<file path="config.mk">
export PLATFORM = sky130hd
export DESIGN_NAME = mem_port_arbiter_flat
export DESIGN_NICKNAME = d
export VERILOG_FILES = /design/src/rtl/mem_port_arbiter_if.sv /design/src/rtl/mem_port_arbiter.sv /design/src/flat_wrapper.sv
export SDC_FILE = /design/constraint.sdc
export NUM_CORES = 1
export LEC_CHECK = 0
export BUFFER_PORTS_ARGS = -buffer_cell sky130_fd_sc_hd__buf_2
export CAP_MARGIN = 20
export CORE_AREA = 3 3 540 542
export CTS_BUF_LIST = sky130_fd_sc_hd__clkbuf_8
export CTS_CLUSTER_DIAMETER = 120
export DETAILED_ROUTE_END_ITERATION = 8
export DIE_AREA = 0 0 543 545
export PLACE_DENSITY_LB_ADDON = 0.05
export SYNTH_ARGS = -nofsm -noshare
export SYNTH_HDL_FRONTEND = slang
export SYNTH_SLANG_ARGS = --single-unit
</file>
<file path="constraint.sdc">
create_clock -name CLK -period 2.31 [get_ports CLK]
set_input_delay 0.231 -clock CLK [delete_from_list [all_inputs] [get_ports CLK]]
set_output_delay 0.231 -clock CLK [all_outputs]
set_load 0.01 [all_outputs]
</file>
<file path="src/rtl/mem_port_arbiter_if.sv">
// Cache-to-memory port bundle: two requesters, one downstream line-wide port.
// slave = arbiter side, master = caches plus memory model side.
interface mem_port_arbiter_if #(
    parameter int ADDRESSBITS = 32,
    parameter int LINEBITS    = 256
);
    logic                   rd0;
    logic                   wr0;
    logic [ADDRESSBITS-1:0] addr0;
    logic [LINEBITS-1:0]    wdata0;
    logic                   acc0;
    logic                   rd1;
    logic                   wr1;
    logic [ADDRESSBITS-1:0] addr1;
    logic [LINEBITS-1:0]    wdata1;
    logic                   acc1;
    logic [LINEBITS-1:0]    rdata;
    logic                   mem_read;
    logic                   mem_write;
    logic [ADDRESSBITS-1:0] mem_address;
    logic [LINEBITS-1:0]    mem_wdata;
    logic [LINEBITS-1:0]    mem_rdata;
    logic                   mem_accepted;
    logic                   timeout_err;

    modport slave (
        input  rd0, wr0, addr0, wdata0, rd1, wr1, addr1, wdata1,
               mem_rdata, mem_accepted,
        output acc0, acc1, rdata, mem_read, mem_write, mem_address,
               mem_wdata, timeout_err
    );

    modport master (
        output rd0, wr0, addr0, wdata0, rd1, wr1, addr1, wdata1,
               mem_rdata, mem_accepted,
        input  acc0, acc1, rdata, mem_read, mem_write, mem_address,
               mem_wdata, timeout_err
    );
endinterface

</file>
<file path="src/rtl/mem_port_arbiter.sv">
// Round-robin arbiter sharing one memory port between I-cache (0) and D-cache (1).
// One arbitration cycle, then the granted port passes straight through until accepted.
module mem_port_arbiter #(
    parameter int ADDRESSBITS = 32,
    parameter int LINEBITS    = 256,
    parameter int TIMEOUT     = 255
) (
    input  logic                CLK,
    input  logic                RESET,
    mem_port_arbiter_if.slave   bus
);
    localparam int CNTW = $clog2(TIMEOUT + 1);
    localparam logic [CNTW-1:0] CNT_LAST = CNTW'(TIMEOUT - 1);
    localparam logic [CNTW-1:0] CNT_MAX  = '1;

    typedef enum logic [1:0] {IDLE, GNT0, GNT1} state_e;

    state_e            state_q, state_d;
    logic              last_grant_q, last_grant_d;
    logic [CNTW-1:0]   wait_cnt_q, wait_cnt_d;
    logic              timeout_err_q, timeout_err_d;

    logic                   req0, req1;
    logic                   gnt_port;
    logic                   gnt_req;
    logic                   gnt_acc;
    logic                   sel_rd, sel_wr;
    logic [ADDRESSBITS-1:0] sel_addr;
    logic [LINEBITS-1:0]    sel_wdata;

    assign req0 = bus.rd0 | bus.wr0;
    assign req1 = bus.rd1 | bus.wr1;

    // Downstream path: only the granted port is visible, everything zero otherwise.
    always_comb begin
        sel_rd    = 1'b0;
        sel_wr    = 1'b0;
        sel_addr  = '0;
        sel_wdata = '0;
        bus.acc0  = 1'b0;
        bus.acc1  = 1'b0;
        case (state_q)
            GNT0: begin
                sel_rd    = bus.rd0 & ~bus.wr0;
                sel_wr    = bus.wr0;
                sel_addr  = bus.addr0;
                sel_wdata = bus.wdata0;
                bus.acc0  = bus.mem_accepted & req0;
            end
            GNT1: begin
                sel_rd    = bus.rd1 & ~bus.wr1;
                sel_wr    = bus.wr1;
                sel_addr  = bus.addr1;
                sel_wdata = bus.wdata1;
                bus.acc1  = bus.mem_accepted & req1;
            end
            default: ;
        endcase
    end

    assign bus.mem_read    = sel_rd;
    assign bus.mem_write   = sel_wr;
    assign bus.mem_address = sel_addr;
    assign bus.mem_wdata   = sel_wdata;
    assign bus.rdata       = bus.mem_rdata;
    assign bus.timeout_err = timeout_err_q;

    assign gnt_port = (state_q == GNT1);
    assign gnt_req  = gnt_port ? req1 : req0;
    assign gnt_acc  = gnt_port ? bus.acc1 : bus.acc0;

    always_comb begin
        state_d       = state_q;
        last_grant_d  = last_grant_q;
        wait_cnt_d    = wait_cnt_q;
        timeout_err_d = timeout_err_q;
        case (state_q)
            IDLE: begin
                wait_cnt_d = '0;
                if (req0 && req1) begin
                    state_d = last_grant_q ? GNT0 : GNT1;
                end else if (req0) begin
                    state_d = GNT0;
                end else if (req1) begin
                    state_d = GNT1;
                end
            end
            GNT0, GNT1: begin
                if (!gnt_req) begin
                    // Requester withdrew (flush/reset): fairness history untouched.
                    state_d    = IDLE;
                    wait_cnt_d = '0;
                end else if (gnt_acc) begin
                    state_d      = IDLE;
                    last_grant_d = gnt_port;
                    wait_cnt_d   = '0;
                end else if (wait_cnt_q == CNT_LAST) begin
                    state_d       = IDLE;
                    last_grant_d  = gnt_port;
                    timeout_err_d = 1'b1;
                    wait_cnt_d    = '0;
                end else if (wait_cnt_q != CNT_MAX) begin
                    wait_cnt_d = wait_cnt_q + CNTW'(1);
                end
            end
            default: begin
                state_d    = IDLE;
                wait_cnt_d = '0;
            end
        endcase
    end

    always_ff @(posedge CLK or negedge RESET) begin
        if (!RESET) begin
            state_q       <= IDLE;
            last_grant_q  <= 1'b1;
            wait_cnt_q    <= '0;
            timeout_err_q <= 1'b0;
        end else begin
            state_q       <= state_d;
            last_grant_q  <= last_grant_d;
            wait_cnt_q    <= wait_cnt_d;
            timeout_err_q <= timeout_err_d;
        end
    end
endmodule

</file>
<file path="src/flat_wrapper.sv">
// flat-port wrapper written by rule: the top's interface ports become plain ports
module mem_port_arbiter_flat 
#(
    parameter int ADDRESSBITS = 32,
    parameter int LINEBITS    = 256,
    parameter int TIMEOUT     = 255
)
  (CLK, RESET, bus_rd0, bus_wr0, bus_addr0, bus_wdata0, bus_rd1, bus_wr1, bus_addr1, bus_wdata1, bus_mem_rdata, bus_mem_accepted, bus_acc0, bus_acc1, bus_rdata, bus_mem_read, bus_mem_write, bus_mem_address, bus_mem_wdata, bus_timeout_err);
  mem_port_arbiter_if #(.ADDRESSBITS(ADDRESSBITS), .LINEBITS(LINEBITS)) bus_i ();
  input  logic CLK;
  input  logic RESET;
  input wire logic [$bits(bus_i.rd0)-1:0] bus_rd0;
  input wire logic [$bits(bus_i.wr0)-1:0] bus_wr0;
  input wire logic [$bits(bus_i.addr0)-1:0] bus_addr0;
  input wire logic [$bits(bus_i.wdata0)-1:0] bus_wdata0;
  input wire logic [$bits(bus_i.rd1)-1:0] bus_rd1;
  input wire logic [$bits(bus_i.wr1)-1:0] bus_wr1;
  input wire logic [$bits(bus_i.addr1)-1:0] bus_addr1;
  input wire logic [$bits(bus_i.wdata1)-1:0] bus_wdata1;
  input wire logic [$bits(bus_i.mem_rdata)-1:0] bus_mem_rdata;
  input wire logic [$bits(bus_i.mem_accepted)-1:0] bus_mem_accepted;
  output wire logic [$bits(bus_i.acc0)-1:0] bus_acc0;
  output wire logic [$bits(bus_i.acc1)-1:0] bus_acc1;
  output wire logic [$bits(bus_i.rdata)-1:0] bus_rdata;
  output wire logic [$bits(bus_i.mem_read)-1:0] bus_mem_read;
  output wire logic [$bits(bus_i.mem_write)-1:0] bus_mem_write;
  output wire logic [$bits(bus_i.mem_address)-1:0] bus_mem_address;
  output wire logic [$bits(bus_i.mem_wdata)-1:0] bus_mem_wdata;
  output wire logic [$bits(bus_i.timeout_err)-1:0] bus_timeout_err;
  assign bus_i.rd0 = bus_rd0;
  assign bus_i.wr0 = bus_wr0;
  assign bus_i.addr0 = bus_addr0;
  assign bus_i.wdata0 = bus_wdata0;
  assign bus_i.rd1 = bus_rd1;
  assign bus_i.wr1 = bus_wr1;
  assign bus_i.addr1 = bus_addr1;
  assign bus_i.wdata1 = bus_wdata1;
  assign bus_i.mem_rdata = bus_mem_rdata;
  assign bus_i.mem_accepted = bus_mem_accepted;
  assign bus_acc0 = bus_i.acc0;
  assign bus_acc1 = bus_i.acc1;
  assign bus_rdata = bus_i.rdata;
  assign bus_mem_read = bus_i.mem_read;
  assign bus_mem_write = bus_i.mem_write;
  assign bus_mem_address = bus_i.mem_address;
  assign bus_mem_wdata = bus_i.mem_wdata;
  assign bus_timeout_err = bus_i.timeout_err;
  mem_port_arbiter #(.ADDRESSBITS(ADDRESSBITS), .LINEBITS(LINEBITS), .TIMEOUT(TIMEOUT)) u_core (.CLK(CLK), .RESET(RESET), .bus(bus_i));
endmodule
</file>
# Word level (Yosys, flattened, before mapping)
# Index checks and enable logic that the tools add are counted.
# Widths: inputs -> output; s select.
# totals
reg_bits,12
inputBits,839
out_inout_bits,549
# classes
bitwise,9
n_addsub,1
n_mux,23
reduce_logical,7
n_eq_ne,7
# ops
operator,n
$pmux 256 s2,1
$pmux 32 s2,1
$mux 8,5
$mux 2,7
$add 8x1->8 const B,1
$eq 8x8->1 const B,1
$ne 8x8->1 const B,1
$mux 1,6
$ne 5x5->1 const B,1
$and 1x1->1,4
$ne 4x1->1 const B,1
$ne 4x4->1 const B,1
$pmux 1 s2,2
$pmux 2 s2,1
$reduce_and 4->1,1
$not 1->1,3
$reduce_and 3->1,1
$eq 2x1->1 const B,1
$eq 2x2->1 const B,1
$logic_not 2->1,1
$or 1x1->1,2
$reduce_and 2->1,1
$reduce_bool 2->1,1
$reduce_or 2->1,1
$logic_and 1x1->1,1

# Longest topological paths before layout
# Gate-level depths: netlist of run 1.
# logic_depth
word_depth,7
ltp_mapped,7
ltp_nobuf,6

# Least setup slack after synthesis of run 1
# OpenSTA, ideal clock, no wires.
# synth_path
kind,flip-flop to flip-flop
start,register u_core.state_q[0]
end,register u_core.state_q[0]
path_slack_ns,0.485
path_stages_with_launch,8
synth_period_minus_slack_ns,1.825
setup_ns,0.122
t_required_ns,2.188
n_path_buf,1
arrival_time_ns,1.704
path_cell_list,dfrtp_1 > inv_1 > ha_1 > nand2b_1 > o32a_1 > or2_1 > buf_2 > a32o_1
# synth_between
elab_chain_cells,6
# synth_rtl
item,line_no,text
"start, declared",mem_port_arbiter.sv:18,"state_e state_q, state_d;"
"start signal, assigned",mem_port_arbiter.sv:120,state_q <= state_d;
$eq 2x1->1 or $eq 2x2->1 (tied branches),"mem_port_arbiter.sv:42, mem_port_arbiter.sv:77, mem_port_arbiter.sv:68",
$mux 1,mem_port_arbiter.sv:42,case (state_q)
$mux 1,mem_port_arbiter.sv:70,assign gnt_acc = gnt_port ? bus.acc1 : bus.acc0;
$mux 2,mem_port_arbiter.sv:93,end else if (gnt_acc) begin
$mux 2,mem_port_arbiter.sv:89,if (!gnt_req) begin
$pmux 2 s2,mem_port_arbiter.sv:77,case (state_q)
# Parallel ways exist; a longest one is shown, timed or not.
# A chain may end at the register's enable or synchronous reset.

# Worst setup path after layout of run 1
# layout_path
start,register u_core.state_q[1]
end,output port bus_mem_wdata[57]
# layout_between
elab_chain_cells,2
# layout_rtl
item,line_no,text
$eq 2x2->1,-,
net u_core.gnt_port,mem_port_arbiter.sv:24,logic gnt_port;
$pmux 256 s2,mem_port_arbiter.sv:42,
"end, declared",flat_wrapper.sv:28,output wire logic [$bits(bus_i.mem_wdata)-1:0] bus_mem_wdata;
# The timed path passes the listed nets, and every way through them passes these cells.

==> results.cfg, run 1 <==
[placed_design]
port_buffers = 875
gp_congestion = 0.6900
place_ws_ns = -0.03573
hpwl_microns = 111100

[floorplan]
die_w_microns = 543
ioPinCount = 1388
rows = 197
fp.dieH_microns = 545
die_area_sq_um = 295900
start_util = 0.02436
core-area_sq_um = 287400

[power_and_ir_drop]
seq_power_share = 0.018
ir_drop_uv = 397.9
switching_power_uw = 8433
power.leakage_uw = 0.006122
p_comb_frac = 0.965
clockPowerShare = 0.017
swShare = 0.5353
p_int_uw = 7321
powerDensity_nw_per_um2 = 965.7

[synthesis]
synth_ff_type = dfrtp_1
synth_edf_count = 0
syn_inst = 1014
async_flop_share = 1.000
synth_top_area_frac = 0.3109
syn_nets = 1858
synth.avg_cell_area_sq_um = 6.905
synth-warning-count = 0
seq_area_frac_synth = 0.04307
ys_top_cells_by_area = a22oi_1 (31%), buf_4 (27%), nor2b_1 (26%)
ys_top_cells_by_count = a22oi_1 (290), nor2b_1 (290), buf_4 (256), clkbuf_1 (88), nor2_1 (12)
synth_seq_cells = 12
synthDistinctLibCells = 36
syn_area_sq_um = 7002
synth_top_area_cell = a22oi_1

[hold_path]
whs_path_depth = 4
worstHoldStart = bus_mem_accepted
hold_path_class = in2reg
holdPathEnd = u_core.last_grant_q

[clock_tree]
path_clk_slew_ns = 0.07
cts_buffers = 3
htree_num_levels = 1
cts_tree = built
cts-root-buf = clkbuf_8
cts_max_path_buffers = 2
clock-sinks = 12
clock_latency_ns = 0.26

[worst_setup_path]
crit_buf_inv = 5
r2r-end = u_core.state_q[0]
r2r-start = u_core.state_q[1]
crit_path_end_kind = output pin
crit_top_cell = buf_6
cp-start-kind = flip-flop
path_depth = 8
reg2regPathDepth = 8
criticalPathCategory = reg2out
slowest_stage = dfrtp_1
critical_path.top_delay_family = buffers and inverters
arrival_ns = 2.05
max_stage_delay_ns = 0.40
r2r_slack_ns = 0.12
worstPathRequired_ns = 2.08
worstPathCellList = buf_6, ha_4, buf_16, buf_6, a22oi_2, nor2b_4, buf_6, buf_12
path_max_fanout = 15

[drt]
drc_errors = 0
antenna_left = 0
first_iter_violations = 408
viasPerCell = 2.039
wire_per_inst_microns = 23.35
drt_wl_total_microns = 128600
vias = 11230
firstDrtPassIters = 4

[finish]
area_growth_pct = 133.0
n_fill_cell = 34300
register_area_sq_um = 301.5
drive_gt1_frac = 0.6385
multi_input_area_sq_um = 4641
final_nets = 2524

[grt]
grt_pass1_vias = 11800
grt.total_usage = 0.07865
grt_pass1_wl_microns = 148400
grt_max_degree = 42
grt_antenna_before_repair = 159
grt_overflow = 0

[timing]
slew_viol_final = 0
rsz0062_at_grt = yes
hold_ws_ns = 0.3425
hold_viol_final = 0
fin_crit_ns = 2.278
timing.fmax_mhz = 439.0
setup_ws_ns = 0.03227
max_slew_margin = 0.5912
skew_ns = 0.002622
worst_pin_slew_ns = 0.6110
setup_viol = 0
fin_crit_sh = 0.9860

[outcome]
outcome = finished clean

[job]
drv_cap = 0
==> cell families after synthesis <==
kind of cell / Yosys count / synth area share
compound gates: 308 / 0.3299
simple gates: 328 / 0.2857
buf+inv: 359 / 0.3299
fa+ha+maj: 5 / 0.008935
xor+xnor: 2 / 0.002502
flops: 12 / 0.04307
==> cells in the final DEF, fill, tap and decap left out, types with 12 or more instances in the layout <==
master,n
a22oi_2,33
buf_16,16
buf_4,79
nor2b_1,277
buf_6,28
buf_2,850
a22oi_1,257
diode_2,47
buf_12,23
clkbuf_16,12
nor2_1,12
==> worst max-delay path by stage <==
stage | start | endpoint | slack [ns]
after detailed placement | u_core.state_q[0] | bus_mem_wdata[240] | -0.04
after global routing | u_core.state_q[1] | bus_mem_wdata[64] | -0.08
after floorplan | u_core.state_q[0] | u_core.state_q[0] | 0.48
after global placement | u_core.state_q[0] | bus_mem_wdata[240] | -0.11
final | u_core.state_q[1] | bus_mem_wdata[57] | 0.03
after CTS | u_core.state_q[0] | bus_mem_wdata[240] | -0.11
==> sequential cells by signal, summed over array words and instances (netlist names) <==
| signal | flops |
|---|---|
| u_core.bus.timeout_err | 1 |
| u_core.last_grant_q | 1 |
| u_core.state_q | 2 |
| u_core.wait_cnt_q | 8 |
==> power by group through the flow <==
stage | clock network [uW] | logic (uW) | registers, uW
after floorplan | 0 | 6230 | 283
after global placement | 0 | 13600 | 294
after detailed placement | 0 | 13400 | 289
after CTS | 283 | 14400 | 288
after global routing | 297 | 16600 | 298
final | 265 | 15200 | 290
==> area by class of cell <==
| type | count | area share |
|---|---|---|
| Timing Repair Buffer | 1015 | 0.3953 |
| Tap cell | 3781 | 0.2900 |
| Multi-Input combinational cell | 643 | 0.2845 |
| Sequential cell | 12 | 0.01848 |
| Antenna cell | 47 | 0.007210 |
| Clock buffer | 4 | 0.003375 |
| Inverter | 5 | 0.001150 |
==> through the flow <==
stage | instance area (sq um) | TNS [ns] | power, uW | cells | utilization
floorplan | 7002 | 0 | 6517 | 1014 | -
CTS | 15510 | -0.4287 | 15010 | 5432 | 0.05396
finish | 16310 | 0 | 15750 | 5507 | 0.05676
global route | 16210 | -0.8878 | 17170 | 5465 | 0.05639
detailed placement | 14950 | -0.04243 | 13660 | 5415 | 0.05202
global placement | 14950 | -0.1853 | 13920 | 5415 | 0.05202
==> routing by layer <==
layer  wire [microns]  up-vias  global-route usage  share of wire
met2            63040      942              0.1385           0.49
li1                 -     4721                   -              -
met1            43930     5060             0.07783           0.34
met5              838        -                   0         0.0065
met3            16860      380             0.04892           0.13
met4             3930      126             0.01781          0.031
==> timing repair <==
item                       in CTS  in global routing
pin swaps                       5                  7
gates cloned                    4                 13
setup endpoints to repair     128                118
buffers inserted                8                 17
hold buffers                    1                  0
gates resized for setup        66                 64
hold endpoints to repair       11                  0
==> worst reg2reg max path: stages (launching register included) <==
cell,delay [ns]
dfrtp_1,0.40
buf_6,0.13
ha_4,0.21
buf_6,0.17
nand2b_1,0.19
o32a_1,0.33
or2_1,0.25
buf_12,0.16
a32o_1,0.25
Note: power is estimated with default switching activity, not from simulation.
==> run 2: changes to the inputs <==
--- a/config.mk
+++ b/config.mk
@@ -7,12 +7,15 @@
 export LEC_CHECK = 0
 export BUFFER_PORTS_ARGS = -buffer_cell sky130_fd_sc_hd__buf_2
 export CAP_MARGIN = 20
-export CORE_AREA = 3 3 540 542
+export CELL_PAD_IN_SITES_DETAIL_PLACEMENT = 1
+export CELL_PAD_IN_SITES_GLOBAL_PLACEMENT = 1
+export CORE_AREA = 3 3 547 549
 export CTS_BUF_LIST = sky130_fd_sc_hd__clkbuf_8
 export CTS_CLUSTER_DIAMETER = 120
 export DETAILED_ROUTE_END_ITERATION = 8
-export DIE_AREA = 0 0 543 545
+export DIE_AREA = 0 0 550 552
 export PLACE_DENSITY_LB_ADDON = 0.05
+export REMOVE_ABC_BUFFERS = 1
 export SYNTH_ARGS = -nofsm -noshare
 export SYNTH_HDL_FRONTEND = slang
 export SYNTH_SLANG_ARGS = --single-unit
==> results.cfg, run 2 (synthesized netlist as in run 1, its figures left out) <==
[outcome]
outcome = complete, but fails checks
violations = setup timing

[power_and_ir_drop]
power.leakage_uw = 0.007059
powerDensity_nw_per_um2 = 1145
ir_drop_uv = 456.7

[grt]
grt_overflow = 0
grt.total_usage = 0.1336
grt_pass1_vias = 12580
grt_antenna_before_repair = 169
grt_max_degree = 54
grt_pass1_wl_microns = 243700

[timing]
skew_ns = 0.007844
slew_viol_final = 0
worst_pin_slew_ns = 0.5133
fin_crit_ns = 2.404
fin_crit_sh = 1.041
timing.fmax_mhz = 415.9
finalSetupTns_ns = -0.1454
max_slew_margin = 0.6578
hold_viol_final = 0
setup_ws_ns = -0.09435
setup_viol = 5
rsz0062_at_grt = yes

[job]
drv_cap = 0

[floorplan]
die_w_microns = 550
rows = 199
die_area_sq_um = 303600
start_util = 0.02379
ioPinCount = 1388
fp.dieH_microns = 552
core-area_sq_um = 294300

[finish]
top_register = u_core.wait_cnt_q
top_regs = u_core.wait_cnt_q: 8 flops, u_core.state_q: 2 flops
layout_commonest_cell = buf_2
final_nets = 2585
drive_gt1_frac = 0.7540
largest_reg_flops = 8
post-route-util = 0.06500
instances_no_fill = 5705
fin_area_sq_um = 19130
area_growth_pct = 173.2
most-common-layout-cells = buf_2 (756), a22oi_1 (180), nor2b_1 (177)
n_fill_cell = 35200

[worst_setup_path]
reg2regPathDepth = 8
r2r-start = u_core.state_q[0]
crit_path_end_kind = output pin
crit_top_cell = buf_12
r2r_slack_ns = 0.10
cp-start-kind = flip-flop
worstPathRequired_ns = 2.08
worstPathCellList = buf_6, ha_4, buf_12, buf_12, a22oi_2, buf_4, nor2b_1, buf_2
crit_buf_inv = 5
critical_path.top_delay_family = buffers and inverters
max_stage_delay_ns = 0.45
slowest_stage = a22oi_2
r2r-end = u_core.state_q[0]
path_max_fanout = 8
criticalPathCategory = reg2out
arrival_ns = 2.17

[drt]
antenna_left = 0
drt_wl_total_microns = 218900
firstDrtPassIters = 5
vias = 13310
first_iter_violations = 869
wire_per_inst_microns = 38.37
viasPerCell = 2.333
drc_errors = 0

[clock_tree]
clock-sinks = 12
cts_tree = built
cts-root-buf = clkbuf_8
clock_latency_ns = 0.25
cts_max_path_buffers = 2
htree_num_levels = 1
cts_buffers = 3
path_clk_slew_ns = 0.06

[placed_design]
port_buffers = 875
gp_congestion = 0.7461
place_area_sq_um = 15480
hpwl_microns = 180000
dp.cells = 5575

[hold_path]
whs_path_depth = 4
worstHoldStart = bus_mem_accepted
hold_path_class = in2reg
holdPathEnd = u_core.last_grant_q
## run 2: changes by cell type in the layout (fill, tap and decap cells not counted), sizes merged
cell and change:
buf +53, inv +1, diode -1, bufbuf +6
clkbuf +1
## run 2: per-layer routing
layer	track usage	wire length, microns	up-vias
met2	0.1681	78980	1867
met1	0.1485	84630	6106
met5	0.09323	4956	-
li1	-	-	4870
met4	0.007352	1877	176
met3	0.1461	48470	290
## run 2: what timing repair did
| item | in CTS | in global routing |
|---|---|---|
| setup buffers | 29 | 24 |
| hold endpoints to repair | 11 | 0 |
| setup endpoints to repair | 281 | 240 |
| gates cloned | 21 | 17 |
| pin swaps | 18 | 24 |
| resized for setup | 218 | 298 |
| hold buffers | 1 | 0 |
## run 2: final cells by class
type | count | area [sq um] | area share
Timing Repair Buffer | 1076 | 8068 | 0.4217
Multi-Input combinational cell | 643 | 5675 | 0.2967
Sequential cell | 12 | 302.8 | 0.01583
Clock inverter | 1 | 3.754 | 0.0001962
Antenna cell | 46 | 115.1 | 0.006017
Tap cell | 3919 | 4903 | 0.2563
Inverter | 5 | 21.27 | 0.001112
Clock buffer | 3 | 41.29 | 0.002158
## run 2: worst reg2reg max path, delay by kind of cell, from the launching register on
kind                       cells  cell delay [ns]
AOI/OAI and AO/OA              2             0.61
DFF                            1             0.45
buffers and inverters          3             0.42
adders and majority gates      1             0.19
and+or+nand+nor                2             0.44
## run 2: power breakdown
group / switching [uW] / internal [uW]
Combinational: 10800 / 10600
Clock: 93.5 / 118
Sequential: 40.7 / 256
Total: 10900 / 11000
## run 2: per-stage QoR
| step | worst slack [ns] | hold slack (ns) | power, uW |
|---|---|---|---|
| floorplan | -4.628 | -0.06459 | 3894 |
| global placement | -0.4312 | 0.1795 | 14970 |
| detailed placement | -0.4156 | 0.1811 | 14890 |
| CTS | -0.1134 | 0.3604 | 19890 |
| global route | -0.1031 | 0.3952 | 23430 |
| finish | -0.09435 | 0.3659 | 21900 |
## run 2: worst max-delay path by stage
| stage | from | end | slack [ns] | cells past startpoint |
|---|---|---|---|---|
| after global placement | u_core.state_q[0] | bus_mem_wdata[62] | -0.43 | 7 |
| after detailed placement | u_core.state_q[0] | bus_mem_wdata[62] | -0.42 | 7 |
| final | u_core.state_q[1] | bus_mem_wdata[97] | -0.09 | 8 |
| after floorplan | u_core.state_q[0] | u_core.state_q[0] | -4.63 | 6 |
| after global routing | u_core.state_q[0] | bus_mem_address[20] | -0.10 | 10 |
| after CTS | u_core.state_q[0] | bus_mem_wdata[1] | -0.11 | 8 |
==> run 3: changes to the inputs <==
--- a/config.mk
+++ b/config.mk
@@ -5,15 +5,16 @@
 export SDC_FILE = /design/constraint.sdc
 export NUM_CORES = 1
 export LEC_CHECK = 0
+export ABC_AREA = 1
 export BUFFER_PORTS_ARGS = -buffer_cell sky130_fd_sc_hd__buf_2
 export CAP_MARGIN = 20
 export CELL_PAD_IN_SITES_DETAIL_PLACEMENT = 1
 export CELL_PAD_IN_SITES_GLOBAL_PLACEMENT = 1
-export CORE_AREA = 3 3 547 549
+export CORE_AREA = 3 3 543 545
 export CTS_BUF_LIST = sky130_fd_sc_hd__clkbuf_8
 export CTS_CLUSTER_DIAMETER = 120
 export DETAILED_ROUTE_END_ITERATION = 8
-export DIE_AREA = 0 0 550 552
+export DIE_AREA = 0 0 546 548
 export PLACE_DENSITY_LB_ADDON = 0.05
 export REMOVE_ABC_BUFFERS = 1
 export SYNTH_ARGS = -nofsm -noshare
==> results.cfg, run 3 <==
[clock_tree]
cts-root-buf = clkbuf_8
clock-sinks = 12
cts_tree = built
htree_num_levels = 1
clock_latency_ns = 0.26
cts_buffers = 3
cts_max_path_buffers = 2
path_clk_slew_ns = 0.08

[drt]
viasPerCell = 2.440
vias = 14650
antenna_left = 0
firstDrtPassIters = 4
wire_per_inst_microns = 41.58
drc_errors = 0
first_iter_violations = 1152
drt_wl_total_microns = 249600

[timing]
setup_viol = 0
max_slew_margin = 0.7441
slew_viol_final = 0
fin_crit_sh = 0.9947
timing.fmax_mhz = 435.2
skew_ns = 0.009485
rsz0062_at_grt = yes
finalSetupTns_ns = 0
fin_crit_ns = 2.298
worst_pin_slew_ns = 0.3829
hold_viol_final = 0

[synthesis]
yosysMostFrequentCell = nand2_1
ys_top_cells_by_area = nand2_1 (33%), buf_4 (28%), a21oi_1 (21%)
synth.avg_cell_area_sq_um = 5.108
synth_top_area_frac = 0.3346
syn_inst = 1331
seq_area_frac_synth = 0.04435
synth_top_area_cell = nand2_1
synth_seq_cells = 12
synth_edf_count = 0
synthDistinctLibCells = 27
async_flop_share = 1.000
synth_ff_type = dfrtp_1
ys_top_cells_by_count = nand2_1 (606), a21oi_1 (290), buf_4 (258), buf_2 (58), clkbuf_1 (32)
synth-warning-count = 0
syn_area_sq_um = 6799

[worst_setup_path]
arrival_ns = 2.07
max_stage_delay_ns = 0.40
crit_top_cell = buf_12
criticalPathCategory = reg2out
slowest_stage = dfrtp_1
path_max_fanout = 6
critical_path.top_delay_family = buffers and inverters
r2r_slack_ns = 0.20
cp-start-kind = flip-flop
worstPathRequired_ns = 2.08
worstPathCellList = inv_2, ha_4, buf_12, buf_12, clkbuf_16, nand2_1, a21oi_4, buf_4
crit_buf_inv = 5
crit_path_end_kind = output pin

[job]
drv_cap = 0

[floorplan]
die_w_microns = 546
rows = 198
start_util = 0.02340
core-area_sq_um = 290600
die_area_sq_um = 299200
fp.dieH_microns = 548
ioPinCount = 1388

[finish]
drive_gt1_frac = 0.6330
top_regs = u_core.wait_cnt_q: 8 flops, u_core.state_q: 2 flops
most-common-layout-cells = buf_2 (746), nand2_1 (537), buf_4 (153)
area_growth_pct = 164.9
final_nets = 2867
layout_commonest_cell = buf_2
top_register = u_core.wait_cnt_q
largest_reg_flops = 8
instances_no_fill = 6003

[power_and_ir_drop]
power.leakage_uw = 0.006713
p_comb_frac = 0.970
swShare = 0.6076
clockPowerShare = 0.015
p_int_uw = 7071
ir_drop_uv = 449.2
powerDensity_nw_per_um2 = 1001
power_uw = 18020
seq_power_share = 0.016
switching_power_uw = 10950

[placed_design]
hpwl_microns = 204900
gp_congestion = 0.7799
port_buffers = 875
dp.cells = 5849

[grt]
grt_pass1_wl_microns = 281200
grt_overflow = 0
grt.total_usage = 0.1568
grt_max_degree = 54
grt_pass1_vias = 14090
grt_antenna_before_repair = 260

[hold_path]
hold_path_class = in2async

[outcome]
outcome = finished clean
==> run 3: worst paths after layout <==
| kind | from | end | cells after the start |
|---|---|---|---|
| worst max register to register | u_core.state_q[0] | u_core.state_q[1] | 12 |
| worst min-delay path | RESET | u_core.bus.timeout_err | 2 |
| max in group asynchronous | RESET | u_core.last_grant_q | 2 |
| worst max-delay path | u_core.state_q[0] | bus_mem_wdata[23] | 8 |
| worst min register to register | u_core.bus.timeout_err | u_core.bus.timeout_err | 1 |
| min in group CLK | bus_mem_rdata[71] | bus_rdata[71] | 0 |
==> run 3: power groups by stage <==
stage / Sequential (uW) / Clock (uW) / Combinational, uW
after floorplan: 281 / 0 / 3100
after global placement: 287 / 0 / 13000
after detailed placement: 282 / 0 / 13000
after CTS: 282 / 281 / 16600
after global routing: 287 / 284 / 18900
final: 281 / 263 / 17500
==> run 3: per-layer routing <==
| metal | track usage | vias to the layer above | part of all wire |
|---|---|---|---|
| met5 | 0.1298 | - | 0.028 |
| met4 | 0.01530 | 238 | 0.015 |
| met3 | 0.1894 | 384 | 0.24 |
| met2 | 0.1967 | 2041 | 0.36 |
| met1 | 0.1594 | 6488 | 0.36 |
| li1 | - | 5497 | - |
==> run 3: layout make-up <==
cell class	count	area (sq um)
inverter	19	87.58
clock buffer	4	55.05
timing repair buffer	1038	7341
sequential	12	301.5
antenna	81	202.7
multi-input combinational	948	5134
fill	35020	272600
timing repair inverter	1	8.758
tap	3900	4880
==> run 3: cell families after synthesis <==
| kind of cell | synth area share |
|---|---|
| AO/OA/AOI/OAI | 0.2181 |
| AND/OR/NAND/NOR | 0.3666 |
| adder cells (fa/ha/maj) | 0.009201 |
| XOR/XNOR | 0.003865 |
| buffers and inverters | 0.3579 |
| flip-flops | 0.04435 |
==> run 3: metrics by stage <==
stage               hold WS [ns]  setup slack [ns]  cell area (sq um)  utilization
finish                    0.4419           0.01223              18010      0.06198
floorplan               -0.06459            -4.255               4437            -
detailed placement        0.1947           -0.4290              14790      0.05088
global route              0.4623          -0.05548              17890      0.06155
global placement          0.1927           -0.4759              14790      0.05088
CTS                       0.4643          -0.06576              16860      0.05801
==> run 3: worst reg2reg max path, stage by stage, from the launching register on <==
cell and delay [ns]:
dfrtp_1 0.40, buf_4 0.16, ha_4 0.19, buf_4 0.17, buf_16 0.17, nand2_1 0.09
nor2_2 0.06, nand2_1 0.10, nand2_1 0.08, nor2_1 0.19, nand2_2 0.17, nand3_1 0.15
nand2_1 0.07
==> run 3: what timing repair did <==
item / in CTS / in global routing
resized for setup: 345 / 167
endpoints found under the hold margin: 11 / 0
cloned: 17 / 12
setup buffers: 26 / 18
hold buffers: 1 / 0
setup endpoints to repair: 234 / 238
pin swaps: 22 / 24
